==> config.mk <==
export PLATFORM = sky130hd
export DESIGN_NAME = lights_fader
export DESIGN_NICKNAME = d
export VERILOG_FILES = /design/src/rtl/lights_fader.sv
export SDC_FILE = /design/constraint.sdc
export NUM_CORES = 1
export LEC_CHECK = 0
export ABC_AREA = 1
export ABC_CLOCK_PERIOD_IN_PS = 4700
export BUFFER_PORTS_ARGS = -buffer_cell sky130_fd_sc_hd__buf_2
export CORE_ASPECT_RATIO = 0.75
export CORE_MARGIN = 4
export CORE_UTILIZATION = 50
export DETAILED_ROUTE_END_ITERATION = 7
export HOLD_SLACK_MARGIN = 0.03
export PLACE_DENSITY = 0.77
export SLEW_MARGIN = 10
export SYNTH_ARGS = -nofsm -noshare
export SYNTH_HDL_FRONTEND = slang
export SYNTH_SLANG_ARGS = --single-unit
==> constraint.sdc <==
create_clock -name i_clk -period 4.7 [get_ports i_clk]
set_input_delay 0.705 -clock i_clk [delete_from_list [all_inputs] [get_ports i_clk]]
set_output_delay 0.705 -clock i_clk [all_outputs]
set_load 0.05 [all_outputs]
==> src/rtl/lights_fader.sv <==
// RGB light source that fades each channel toward white or a button-cycled colour code.
// The slew runs at STEP per channel per prescaled tick.
module lights_fader #(
  parameter int CH_W     = 8,
  parameter int STEP     = 1,
  parameter int PRESCALE = 1
) (
  input  logic              i_clk,
  input  logic              i_rst,
  input  logic              i_sel,
  input  logic              i_button,
  output logic [3*CH_W-1:0] o_light,
  output logic [2:0]        o_colour,
  output logic              o_busy
);

  localparam int              PS_W    = (PRESCALE > 1) ? $clog2(PRESCALE) : 1;
  localparam logic [PS_W-1:0] PS_LAST = PS_W'(PRESCALE - 1);
  localparam logic [CH_W:0]   STEP_X  = (CH_W + 1)'(STEP);
  localparam logic [CH_W-1:0] STEP_C  = CH_W'(STEP);
  localparam logic [CH_W-1:0] FULL    = '1;

  logic            r_s1, r_s2, r_s3;
  logic [PS_W-1:0] r_ps;
  logic [2:0]      r_colour;
  logic [CH_W-1:0] r_ch [3];

  logic            w_press;
  logic            w_tick;
  logic            w_busy;
  logic            w_up   [3];
  logic [CH_W:0]   w_diff [3];
  logic [CH_W-1:0] w_tgt  [3];
  logic [CH_W-1:0] w_next [3];

  assign w_press = r_s2 & ~r_s3;
  assign w_tick  = (r_ps == PS_LAST);

  // Channel index 2 is red, 1 green, 0 blue, matching the colour code bits.
  always_comb begin
    w_busy = 1'b0;
    for (int c = 0; c < 3; c++) begin
      w_tgt[c]  = (~i_sel | r_colour[c]) ? FULL : '0;
      w_up[c]   = (w_tgt[c] >= r_ch[c]);
      w_diff[c] = w_up[c] ? ({1'b0, w_tgt[c]} - {1'b0, r_ch[c]})
                          : ({1'b0, r_ch[c]} - {1'b0, w_tgt[c]});
      w_next[c] = r_ch[c];
      if (w_diff[c] <= STEP_X)
        w_next[c] = w_tgt[c];
      else if (w_up[c])
        w_next[c] = r_ch[c] + STEP_C;
      else
        w_next[c] = r_ch[c] - STEP_C;
      if (r_ch[c] != w_tgt[c])
        w_busy = 1'b1;
    end
  end

  always_ff @(posedge i_clk or posedge i_rst) begin
    if (i_rst) begin
      r_s1     <= 1'b0;
      r_s2     <= 1'b0;
      r_s3     <= 1'b0;
      r_ps     <= '0;
      r_colour <= 3'd1;
      for (int c = 0; c < 3; c++)
        r_ch[c] <= FULL;
    end else begin
      r_s1 <= i_button;
      r_s2 <= r_s1;
      r_s3 <= r_s2;
      r_ps <= w_tick ? '0 : r_ps + 1'b1;
      // Codes 0 and 7 are illegal, so any out-of-range value recovers to 1.
      if (w_press)
        r_colour <= (r_colour == 3'd0 || r_colour >= 3'd6) ? 3'd1 : r_colour + 3'd1;
      if (w_tick)
        for (int c = 0; c < 3; c++)
          r_ch[c] <= w_next[c];
    end
  end

  assign o_light  = {r_ch[2], r_ch[1], r_ch[0]};
  assign o_colour = r_colour;
  assign o_busy   = w_busy;

endmodule

-- Yosys cells after proc, flatten, opt, wreduce, memory -nomap -nowiden
Cells that the tools add are included.
- register bits after elaboration: 31
- bits of input ports: 4
- output and inout bits: 28
- word-level logic and storage cells: 57
- add/sub/neg operators: 14
- magnitude comparators: 7
- eq/ne operators: 3
- mux-type cells: 17
- bitwise logic cells: 6
- reduce and logical (&&, ||, !) cells: 2
- operators by type and width (operator ; number):
    8-bit two-way mux ; 9
    8-bit by 8-bit subtractor with 9-bit output ; 6
    9-bit by 1-bit <= comparator with 1-bit output (second input constant) ; 3
    9-bit two-way mux ; 3
    8-bit by 1-bit adder with 8-bit output (second input constant) ; 3
    8-bit greater-or-equal comparator ; 3
    8-bit inequality test ; 3
    8-bit by 1-bit subtractor with 8-bit output (second input constant) ; 3
    1-bit two-way mux ; 4
    3-bit by 1-bit adder with 3-bit output (second input constant) ; 1
    3-bit greater-or-equal comparator (second input constant) ; 1
    3-bit zero test ; 1
    3-bit two-way mux ; 1
    1-bit bitwise OR ; 3
    1-bit NOT ; 2
    1-bit adder (second input constant) ; 1
    1-bit AND ; 1
    1-bit logical OR ; 1

-- Longest topological paths before layout
Gate-level depths: netlist of the first run.
- depth after elaboration: 7
- depth in mapped cells: 20
- mapped depth without buffers: 19

-- Worst setup path after synthesis of the first run
OpenSTA, ideal clock, no wires.
- kind: input to register
- from: input port i_sel
- to: register r_ch (netlist bit o_light[22])
- setup time: 0.061 ns
- arrival time: 3.776 ns
- required time: 4.639 ns
- path slack: 0.862 ns
- cell stages on the path: 20
- buffers on the path: 1
- cells stage by stage: inv_1 -> nor2_1 -> inv_1 -> ha_1 -> buf_2 -> nand2_1 -> nor2_1 -> nand2_1 -> nor2_1 -> nor2_1 -> nand2_1 -> inv_2 -> ha_1 -> nand2_1 -> o21ai_0 -> a21oi_1 -> o21bai_1 -> xor2_1 -> nand3_1 -> nand2_1
- RTL lines (what ; RTL line ; RTL):
    start, declared ; 10 ; input logic i_sel,
    end signal, assigned by index ; 78 ; r_ch[c] <= w_next[c];
    end, declared ; 26 ; logic [CH_W-1:0] r_ch [3];

==> summary.md, run 1 <==
| Metric | Value |
|---|---|
| Max-cap violations | `0` |
| Area Overhead vs Synth | `9.309%` |
| Synth Instances | `698` |
| # rows | `30` |
| H-tree levels | `2` |
| # DRC | `0` |
| Synth area leader | `ha_1` |
| Clock Tree Buf Depth | `2` |
| Ys flop type | `dfstp_2` |
| Crit path time final | `3.945 ns` |
| Worst-Margin Slew | `0.6164 ns` |
| Synth area leaders | `ha_1, nand2_1, dfstp_2` |
| CP max FO | `10` |
| CTS tree | `built` |
| Num ports | `32` |
| Setup TNS Final | `0 ns` |
| Cts hold-fix bufs | `0` |
| Total gr overflow | `0` |
| Vias | `4,461` |
| Gr usage total | `0.2134` |
| Per-cell routed wire length | `13.26 um` |
| Final Util | `0.5663` |
| Synth Cell Area | `4745 um2` |
| Slew Limit Headroom | `0.5885` |
| Final worst path period share | `0.8394` |
| Area of the core | `9159 um2` |
| Most used cell along the critical path | `nand2_1` |
| Nets | `812` |
| Syn. warnings | `0` |
| Async SR Flop Fraction | `1.000` |
| Iter 0 DRT Violations | `266` |
| Synth top area share | `0.1793` |
| Crit-path leading delay family | `simple AND/OR/NAND/NOR gates` |
| Worst skew pair latency | `0.27 ns` |
| CTS Buf Count | `5` |
| Pre-CTS setup slack | `0.5577 ns` |
| Final worst-path setup slack | `0.7547 ns` |
| Postcts setup bufs | `0` |
| WP data arrival | `4.16 ns` |
| GR Layer Usage met3 | `0.02930` |
| Crit-path slowest cell | `ha_1` |
| Gr busiest metal | `met2` |
| Top cells by count, synth | `nand2_1, inv_1, ha_1` |
| Die area | `11,130 um2` |
| Post-cts resize count | `0` |
| # setup viols final | `0` |
| Clock sink count | `30` |
| Mapped Avg Cell Area | `6.797 um2` |
| Drt pass-1 iters | `5` |
| Layout cells sized above 1 | `0.1667` |
| Critical Setup Path Class | `input port to flip-flop` |
| Fin cells | `860` |
| Worst EP required | `4.92 ns` |
| Met1 Use GR | `0.3002` |
| Worst setup EP type | `flip-flop` |
| Count of cell types in the netlist | `36` |
| Final Skew | `0.005232 ns` |
| Crit path buf inv count | `5` |
| Number of global-route vias before repair | `4,321` |
| Synthesized netlist net count | `779` |
| Hpwl dp | `9.531 mm` |
| Met2 usage | `0.3543` |
| IO Port Bufs | `31` |
| DR vias/cell | `5.187` |
| GP Congestion | `0.9703` |
| Placed Cells | `852` |
| Initial Util | `0.5180` |
| Startpoint types | `input port` |
| Slew Limit Fails | `0` |
| DRT Wirelength | `11.40 mm` |
| Fillers | `878` |
| Root buffer cell | `clkbuf_16` |
| Status | `completed` |
| Critical path's largest stage delay | `0.50 ns` |
| Min-Delay Path Class | `flip-flop to flip-flop` |
| Synthesized flop and latch total | `30` |
| Die height | `92.36 um` |
| Dominant cell by count in the synthesized netlist | `nand2_1` |
| Antenna fix cells | `0` |
| Unrepaired setup endpoints after global routing | `no` |
| Chip Width | `120.5 um` |
| Clk slew on worst S/H paths | `0.05 ns` |
| Number of synthesized flops with an enable pin | `0` |
| Sequential element share of the synthesized area | `0.1648` |
| FMAX | `253.5 MHz` |
| Initial antenna violation count | `0` |
| Final Hold Fails | `0` |
| Routed Antenna Nets | `0` |
| Worst path cell trace | `buf_2 > inv_1 > nor2_1 > buf_4 > inv_1 > ha_1 > nand2_1 > nor2_1 > nand2_1 > nor2_1 > nor2_1 > nand2_1 > inv_2 > ha_1 > nand2_1 > o21ai_0 > a21oi_1 > o21bai_1 > xor2_1 > nand3_1 > nand2_1` |
| Largest net degree at the start of global routing | `31` |
| First-pass GRT wire length | `19.81 mm` |
final timing paths:
kind / from / endpoint / slack, ns / cells past startpoint
worst max-delay path: i_sel / o_light[22]$_DFF_PP1_ / 0.75 / 21
worst min-delay path: r_s1$_DFF_PP0_ / r_s2$_DFF_PP0_ / 0.36 / 0
worst max register to register: o_colour[2]$_DFFE_PP0P_ / o_light[22]$_DFF_PP1_ / 0.84 / 19
worst min register to register: r_s1$_DFF_PP0_ / r_s2$_DFF_PP0_ / 0.36 / 0
max in group asynchronous: i_rst / o_colour[2]$_DFFE_PP0P_ / 3.79 / 2
min in group asynchronous: i_rst / r_s3$_DFF_PP0_ / 0.51 / 2
stage by stage:
stage | hold slack, ns | area, um2
finish | 0.3560 | 5186
floorplan | 0.3312 | 4745
global route | 0.3597 | 5186
global placement | 0.3375 | 5035
CTS | 0.3617 | 5186
detailed placement | 0.3498 | 5035
metal layers:
layer / vias to the layer above / wire (um)
met2: 133 / 5255
li1: 2275 / -
met1: 2039 / 5433
met5: - / 0
met4: 0 / 130
met3: 14 / 581
final cells by class:
type                    count  area, um2  area share
clock buffers               6      138.9     0.02678
repair buffers             34      177.7     0.03426
clock inverters             2      12.51    0.002413
well taps                 128      160.2     0.03088
multi-input cells         553       3508      0.6765
inverters                 107      406.6     0.07841
flip-flops and latches     30      782.0      0.1508
cell families after synthesis:
logic type      after synthesis  share of synthesized area
xor+xnor                     35                    0.06461
flops                        30                     0.1648
compound gates               72                    0.08676
fa+ha+maj                    77                     0.2173
buf+inv                     115                    0.09573
simple gates                369                     0.3708
cell usage in the layout, fill, tap and decap left out, types with 5 or more instances in the layout:
| cell type | synthesis | layout |
|---|---|---|
| nand2_2 | 20 | 20 |
| nand2_1 | 219 | 219 |
| nand2_4 | 8 | 8 |
| xnor2_1 | 7 | 7 |
| ha_1 | 68 | 68 |
| buf_2 | 5 | 31 |
| xor2_1 | 28 | 28 |
| a21oi_1 | 42 | 42 |
| inv_2 | 5 | 6 |
| clkbuf_16 | 0 | 5 |
| dfrtp_1 | 5 | 5 |
| o21ai_0 | 12 | 12 |
| dfstp_2 | 25 | 25 |
| nor2_1 | 46 | 46 |
| o21ai_1 | 5 | 5 |
| nand3_1 | 46 | 46 |
| nor2_4 | 5 | 5 |
| fa_1 | 9 | 9 |
| nand4_1 | 6 | 6 |
| inv_1 | 101 | 100 |
state kept, by name, indices dropped and copies added (netlist names):
signal,count
o_light,24
r_s2,1
o_colour,3
r_s1,1
r_s3,1
Power of run 1 is not shown: default switching activity piles up to over one toggle a cycle in this logic, so the estimate is an artifact.
==> run 2, diff against run 1 <==
Settings changed: ABC_CLOCK_PERIOD_IN_PS 4700 to 3700.
Clock period 4.7 ns to 3.7 ns, I/O delays scaled along.
==> summary.md, run 2 (synthesized netlist as in run 1, its figures left out) <==
| Metric | Value |
|---|---|
| Area of the core | `9159 um2 (unchanged)` |
| Leading cell type in the layout, fill and taps excluded | `nand2_1` |
| GP Congestion | `0.9490 (-2.2%)` |
| Chip Width | `120.5 um (unchanged)` |
| Setup TNS Final | `0 ns (unchanged)` |
| Gr usage total | `0.2123 (-0.001046)` |
| Max-cap violations | `0 (unchanged)` |
| DR vias/cell | `5.183 (about the same)` |
| Fillers | `880 (+0.23%)` |
| # rows | `30 (unchanged)` |
| Max reg flops | `24 (unchanged)` |
| First-pass GRT wire length | `19.84 mm (+0.14%)` |
| Hpwl dp | `9.372 mm (-1.7%)` |
| Status | `completed` |
| Routed Antenna Nets | `0 (unchanged)` |
| Nets | `821 (+1.1%)` |
| Die area | `11,130 um2 (unchanged)` |
| Number of global-route vias before repair | `4,250 (-1.6%)` |
| Pre-CTS setup slack | `0.01294 ns (-0.5448 ns)` |
| Total gr overflow | `0 (unchanged)` |
| DRT Wirelength | `11.37 mm (-0.25%)` |
| Initial Util | `0.5180 (unchanged)` |
| Num ports | `32 (unchanged)` |
| Unrepaired setup endpoints after global routing | `no` |
| # DRC | `0 (unchanged)` |
| CTS Buf Count | `5 (unchanged)` |
| Largest net degree at the start of global routing | `17 (-45%)` |
| Per-cell routed wire length | `13.09 um (-1.3%)` |
| CTS tree | `built` |
| H-tree levels | `2 (unchanged)` |
| R2R Path Start | `o_colour[2]$_DFFE_PP0P_` |
| Vias | `4,504 (+0.96%)` |
| RR Endpoint | `o_light[23]$_DFF_PP1_` |
| Final Skew | `0.004137 ns (-0.001096 ns)` |
| Layout cells sized above 1 | `0.1795 (+0.01282)` |
| Slew Limit Fails | `0 (unchanged)` |
| Clk slew on worst S/H paths | `0.06 ns (about the same)` |
| Slew Limit Headroom | `0.6046 (+0.01614)` |
| Crit path time final | `3.460 ns` |
| Iter 0 DRT Violations | `307 (+15%)` |
| Worst-Margin Slew | `0.5924 ns (-0.02397 ns)` |
| Min-Delay Path Class | `input port to asynchronous set/reset pin` |
| WP data arrival | `2.90 ns (-1.26 ns)` |
| Clock sink count | `30 (unchanged)` |
| IO Port Bufs | `31 (unchanged)` |
| FMAX | `289.0 MHz` |
| Clock Tree Buf Depth | `2 (unchanged)` |
| Root buffer cell | `clkbuf_16` |
| Worst setup EP type | `output port` |
| Drt pass-1 iters | `6 (+1)` |
| Critical Setup Path Class | `flip-flop to output port` |
| Antenna fix cells | `0 (unchanged)` |
| Final Hold Fails | `0 (unchanged)` |
| Final worst path period share | `0.9351` |
| CP max FO | `8 (-2)` |
| Final worst-path setup slack | `0.2401 ns (-0.5147 ns)` |
| Commonest non-fill, non-tap cells in the layout | `nand2_1, inv_1, ha_1, nand3_1, nor2_1` |
| Worst skew pair latency | `0.28 ns (about the same)` |
| Critical path origin | `o_colour[2]$_DFFE_PP0P_` |
| Cts hold-fix bufs | `0 (unchanged)` |
| # setup viols final | `0 (unchanged)` |
| Worst-case reg-to-reg path depth | `18 (-1)` |
| Worst EP required | `3.14 ns (-1.78 ns)` |
| Startpoint types | `flip-flop` |
| Area Overhead vs Synth | `10.84%` |
| Die height | `92.36 um (unchanged)` |
| Initial antenna violation count | `0 (unchanged)` |
| FF-to-FF setup slack | `0.28 ns (-0.56 ns)` |
| Critical path capture point | `o_busy` |
## run 2: changes by cell type in the layout (fill, tap and decap cells not counted), sizes merged
cell / before / now
buf: 34 / 43
## run 2: worst min path at each step
stage / endpoint / depth (start not counted)
final: o_colour[1]$_DFFE_PP0P_ / 2
after global routing: r_s2$_DFF_PP0_ / 0
after CTS: o_colour[1]$_DFFE_PP0P_ / 2
after global placement: r_s2$_DFF_PP0_ / 0
after detailed placement: r_s2$_DFF_PP0_ / 0
after floorplan: r_s2$_DFF_PP0_ / 0
## run 2: timing repair
action                                  4_1_cts  5_1_grt
resized for setup                             0        3
endpoints found under the setup margin        0        3
setup buffers                                 0        0
## run 2: worst max-delay path, stage by stage (launching register included)
cell and delay [ns]:
dfrtp_1 0.45, nor2_2 0.16, inv_1 0.17, ha_2 0.43
inv_1 0.09, nor2_1 0.21, nand2_1 0.12, nor2_1 0.18
buf_4 0.14, or3b_2 0.44, buf_2 0.23
## run 2: layout make-up
cell class | count | area [um2] | area share
Inverter | 107 | 406.6 | 0.07733
Clock buffer | 6 | 138.9 | 0.02641
Tap cell | 128 | 160.2 | 0.03045
Sequential cell | 30 | 782.0 | 0.1487
Clock inverter | 2 | 12.51 | 0.002379
Multi-Input combinational cell | 553 | 3513 | 0.6681
Timing Repair Buffer | 43 | 245.2 | 0.04663
## run 2: metrics by stage
stage,area [um2],cells,hold WS (ns),utilization
after floorplan,4747,698,0.3312,-
after global placement,5105,861,0.3363,0.5574
after detailed placement,5105,861,0.3347,0.5574
after CTS,5256,869,0.3468,0.5739
after global routing,5259,869,0.3650,0.5742
final,5259,869,0.3364,0.5742
## run 2: per-layer routing
layer | part of all wire | GRT usage | vias to the layer above
li1 | - | - | 2297
met1 | 0.47 | 0.3042 | 2043
met2 | 0.45 | 0.3389 | 145
met3 | 0.060 | 0.02381 | 19
met4 | 0.020 | 0.05849 | 0
met5 | 0 | 0 | -
Power of run 2 is left out for the same reason.
==> run 3, diff against run 2 <==
Settings changed: CORE_UTILIZATION 50 to 55, PLACE_DENSITY 0.77 to 0.83.
==> summary.md, run 3 (synthesized netlist as in run 1, its figures left out) <==
| Metric | Value |
|---|---|
| Sequential Area | `782.0 um2 (unchanged)` |
| Crit-path slowest cell | `dfstp_2` |
| Gr usage total | `0.2363 (+0.02395)` |
| Die height | `88.44 um (-4.2%)` |
| Slew Limit Fails | `0 (unchanged)` |
| Footprint of the multi-input gates | `3513 um2 (unchanged)` |
| Pre-CTS setup slack | `-0.02121 ns (-0.03415 ns)` |
| Fillers | `754 (-14%)` |
| Per-cell routed wire length | `13.92 um (+6.4%)` |
| Final worst-path setup slack | `0.2855 ns (+0.04540 ns)` |
| Status | `completed` |
| Slew Limit Headroom | `0.7330 (+0.1284)` |
| Critical path origin | `o_colour[0]$_DFFE_PP1P_` |
| Worst-case reg-to-reg path depth | `17 (-1)` |
| Cts hold-fix bufs | `0 (unchanged)` |
| Setup TNS Final | `0 ns (unchanged)` |
| # DRC | `0 (unchanged)` |
| CP Depth | `17 (+7)` |
| Crit-path leading delay family | `compound AO/OA/AOI/OAI gates` |
| Nets | `820 (-0.12%)` |
| Leading cell type in the layout, fill and taps excluded | `nand2_1` |
| Worst setup EP type | `flip-flop` |
| CP max FO | `11 (+3)` |
| CTS Buf Count | `5 (unchanged)` |
| Hpwl dp | `9.630 mm (+2.8%)` |
| Initial Util | `0.5636 (+0.04558)` |
| DR vias/cell | `5.347 (+3.2%)` |
| Postcts setup bufs | `0 (unchanged)` |
| Unrepaired setup endpoints after global routing | `no` |
| Worst-Margin Slew | `0.4000 ns (-0.1924 ns)` |
| Final worst path period share | `0.9228 (-0.01227)` |
| Iter 0 DRT Violations | `276 (-10%)` |
| Area Overhead vs Synth | `10.15%` |
| Worst skew pair latency | `0.27 ns (about the same)` |
| Routed Antenna Nets | `0 (unchanged)` |
| Initial antenna violation count | `0 (unchanged)` |
| Clock Tree Buf Depth | `2 (unchanged)` |
| Largest net degree at the start of global routing | `31 (+14)` |
| Total gr overflow | `0 (unchanged)` |
| Antenna fix cells | `0 (unchanged)` |
| # rows | `29 (-3.3%)` |
| Startpoint types | `flip-flop` |
| Chip Width | `115.2 um (-4.3%)` |
| Number of global-route vias before repair | `4,188 (-1.5%)` |
| R2R Path Start | `o_colour[0]$_DFFE_PP1P_` |
| Hold Slack | `0.3486 ns (+0.01217 ns)` |
| DRT Wirelength | `11.81 mm (+3.8%)` |
| Crit path buf inv count | `2 (-2)` |
| Max reg flops | `24 (unchanged)` |
| Layout cells sized above 1 | `0.1784 (-0.001109)` |
| Vias | `4,534 (+0.67%)` |
| Drt pass-1 iters | `6 (unchanged)` |
| Commonest non-fill, non-tap cells in the layout | `nand2_1, inv_1, ha_1, nand3_1, nor2_1` |
| Area of the core | `8418 um2 (-8.1%)` |
| Clk slew on worst S/H paths | `0.05 ns (about the same)` |
| Worst EP required | `3.91 ns (+0.77 ns)` |
| CTS tree | `built` |
| IO Port Bufs | `31 (unchanged)` |
| Final Skew | `0.007094 ns (+0.002957 ns)` |
| WP data arrival | `3.63 ns (+0.73 ns)` |
| Num ports | `32 (unchanged)` |
| Crit path time final | `3.415 ns (-0.04540 ns)` |
| H-tree levels | `2 (unchanged)` |
| Final Hold Fails | `0 (unchanged)` |
| Worst path cell trace | `nor2_1 > inv_2 > ha_1 > nand2_2 > inv_1 > nand2_1 > nand3_2 > a21oi_4 > ha_1 > a21oi_1 > o21ai_0 > a21oi_1 > nor2_1 > nor2_1 > xor2_1 > nand2_1 > nand2_1` |
| Critical path's largest stage delay | `0.57 ns (+0.12 ns)` |
| GP Congestion | `0.9333 (-1.7%)` |
| # setup viols final | `0 (unchanged)` |
| First-pass GRT wire length | `19.62 mm (-1.1%)` |
| Critical Setup Path Class | `flip-flop to flip-flop` |
| Root buffer cell | `clkbuf_16` |
| Final Util | `0.6208 (+0.04666)` |
| Min-Delay Path Class | `input port to asynchronous set/reset pin` |
| Clock sink count | `30 (unchanged)` |
| Max-cap violations | `0 (unchanged)` |
| FMAX | `292.9 MHz (+1.3%)` |
| Die area | `10,190 um2 (-8.4%)` |
[run 3: changes by cell type in the layout (fill, tap and decap cells not counted), sizes merged]
| cell | delta |
|---|---|
| buf | -1 |
[run 3: path summary, 6_finish.rpt]
path / to / slack, ns
max: o_light[6]$_DFF_PP1_ / 0.29
min: r_s1$_DFF_PP0_ / 0.35
max reg2reg: o_light[6]$_DFF_PP1_ / 0.29
min reg2reg: r_s2$_DFF_PP0_ / 0.35
max in group asynchronous: o_light[3]$_DFF_PP1_ / 3.03
min in group i_clk: r_s2$_DFF_PP0_ / 0.35
[run 3: stage by stage]
stage,instance area [um2],instances
global placement,5072,840
floorplan,4747,698
global route,5226,848
CTS,5224,848
finish,5226,848
detailed placement,5072,840
[run 3: timing repair]
action,in CTS,in global routing
endpoints found under the hold margin,0,0
setup endpoints to repair,0,3
gates resized for setup,0,3
[run 3: tightest hold or removal path, delay by kind of cell]
kind / cells / cell delay [ns]
buffers and inverters: 3 / 0.48
[run 3: layout make-up]
cell class              count  share of cell area
multi-input cells         553              0.6723
flip-flops and latches     30              0.1496
inverters                 107             0.07781
repair buffers             42             0.04549
clock buffers               6             0.02657
well taps                 108             0.02586
clock inverters             2            0.002394
[run 3: layer usage]
| metal | track usage | part of all wire | wire (um) |
|---|---|---|---|
| met5 | 0 | 0 | 0 |
| met4 | 0.04371 | 0.0080 | 94 |
| met3 | 0.03281 | 0.080 | 939 |
| met2 | 0.3787 | 0.46 | 5419 |
| met1 | 0.3438 | 0.45 | 5353 |
Power of run 3 is left out for the same reason.
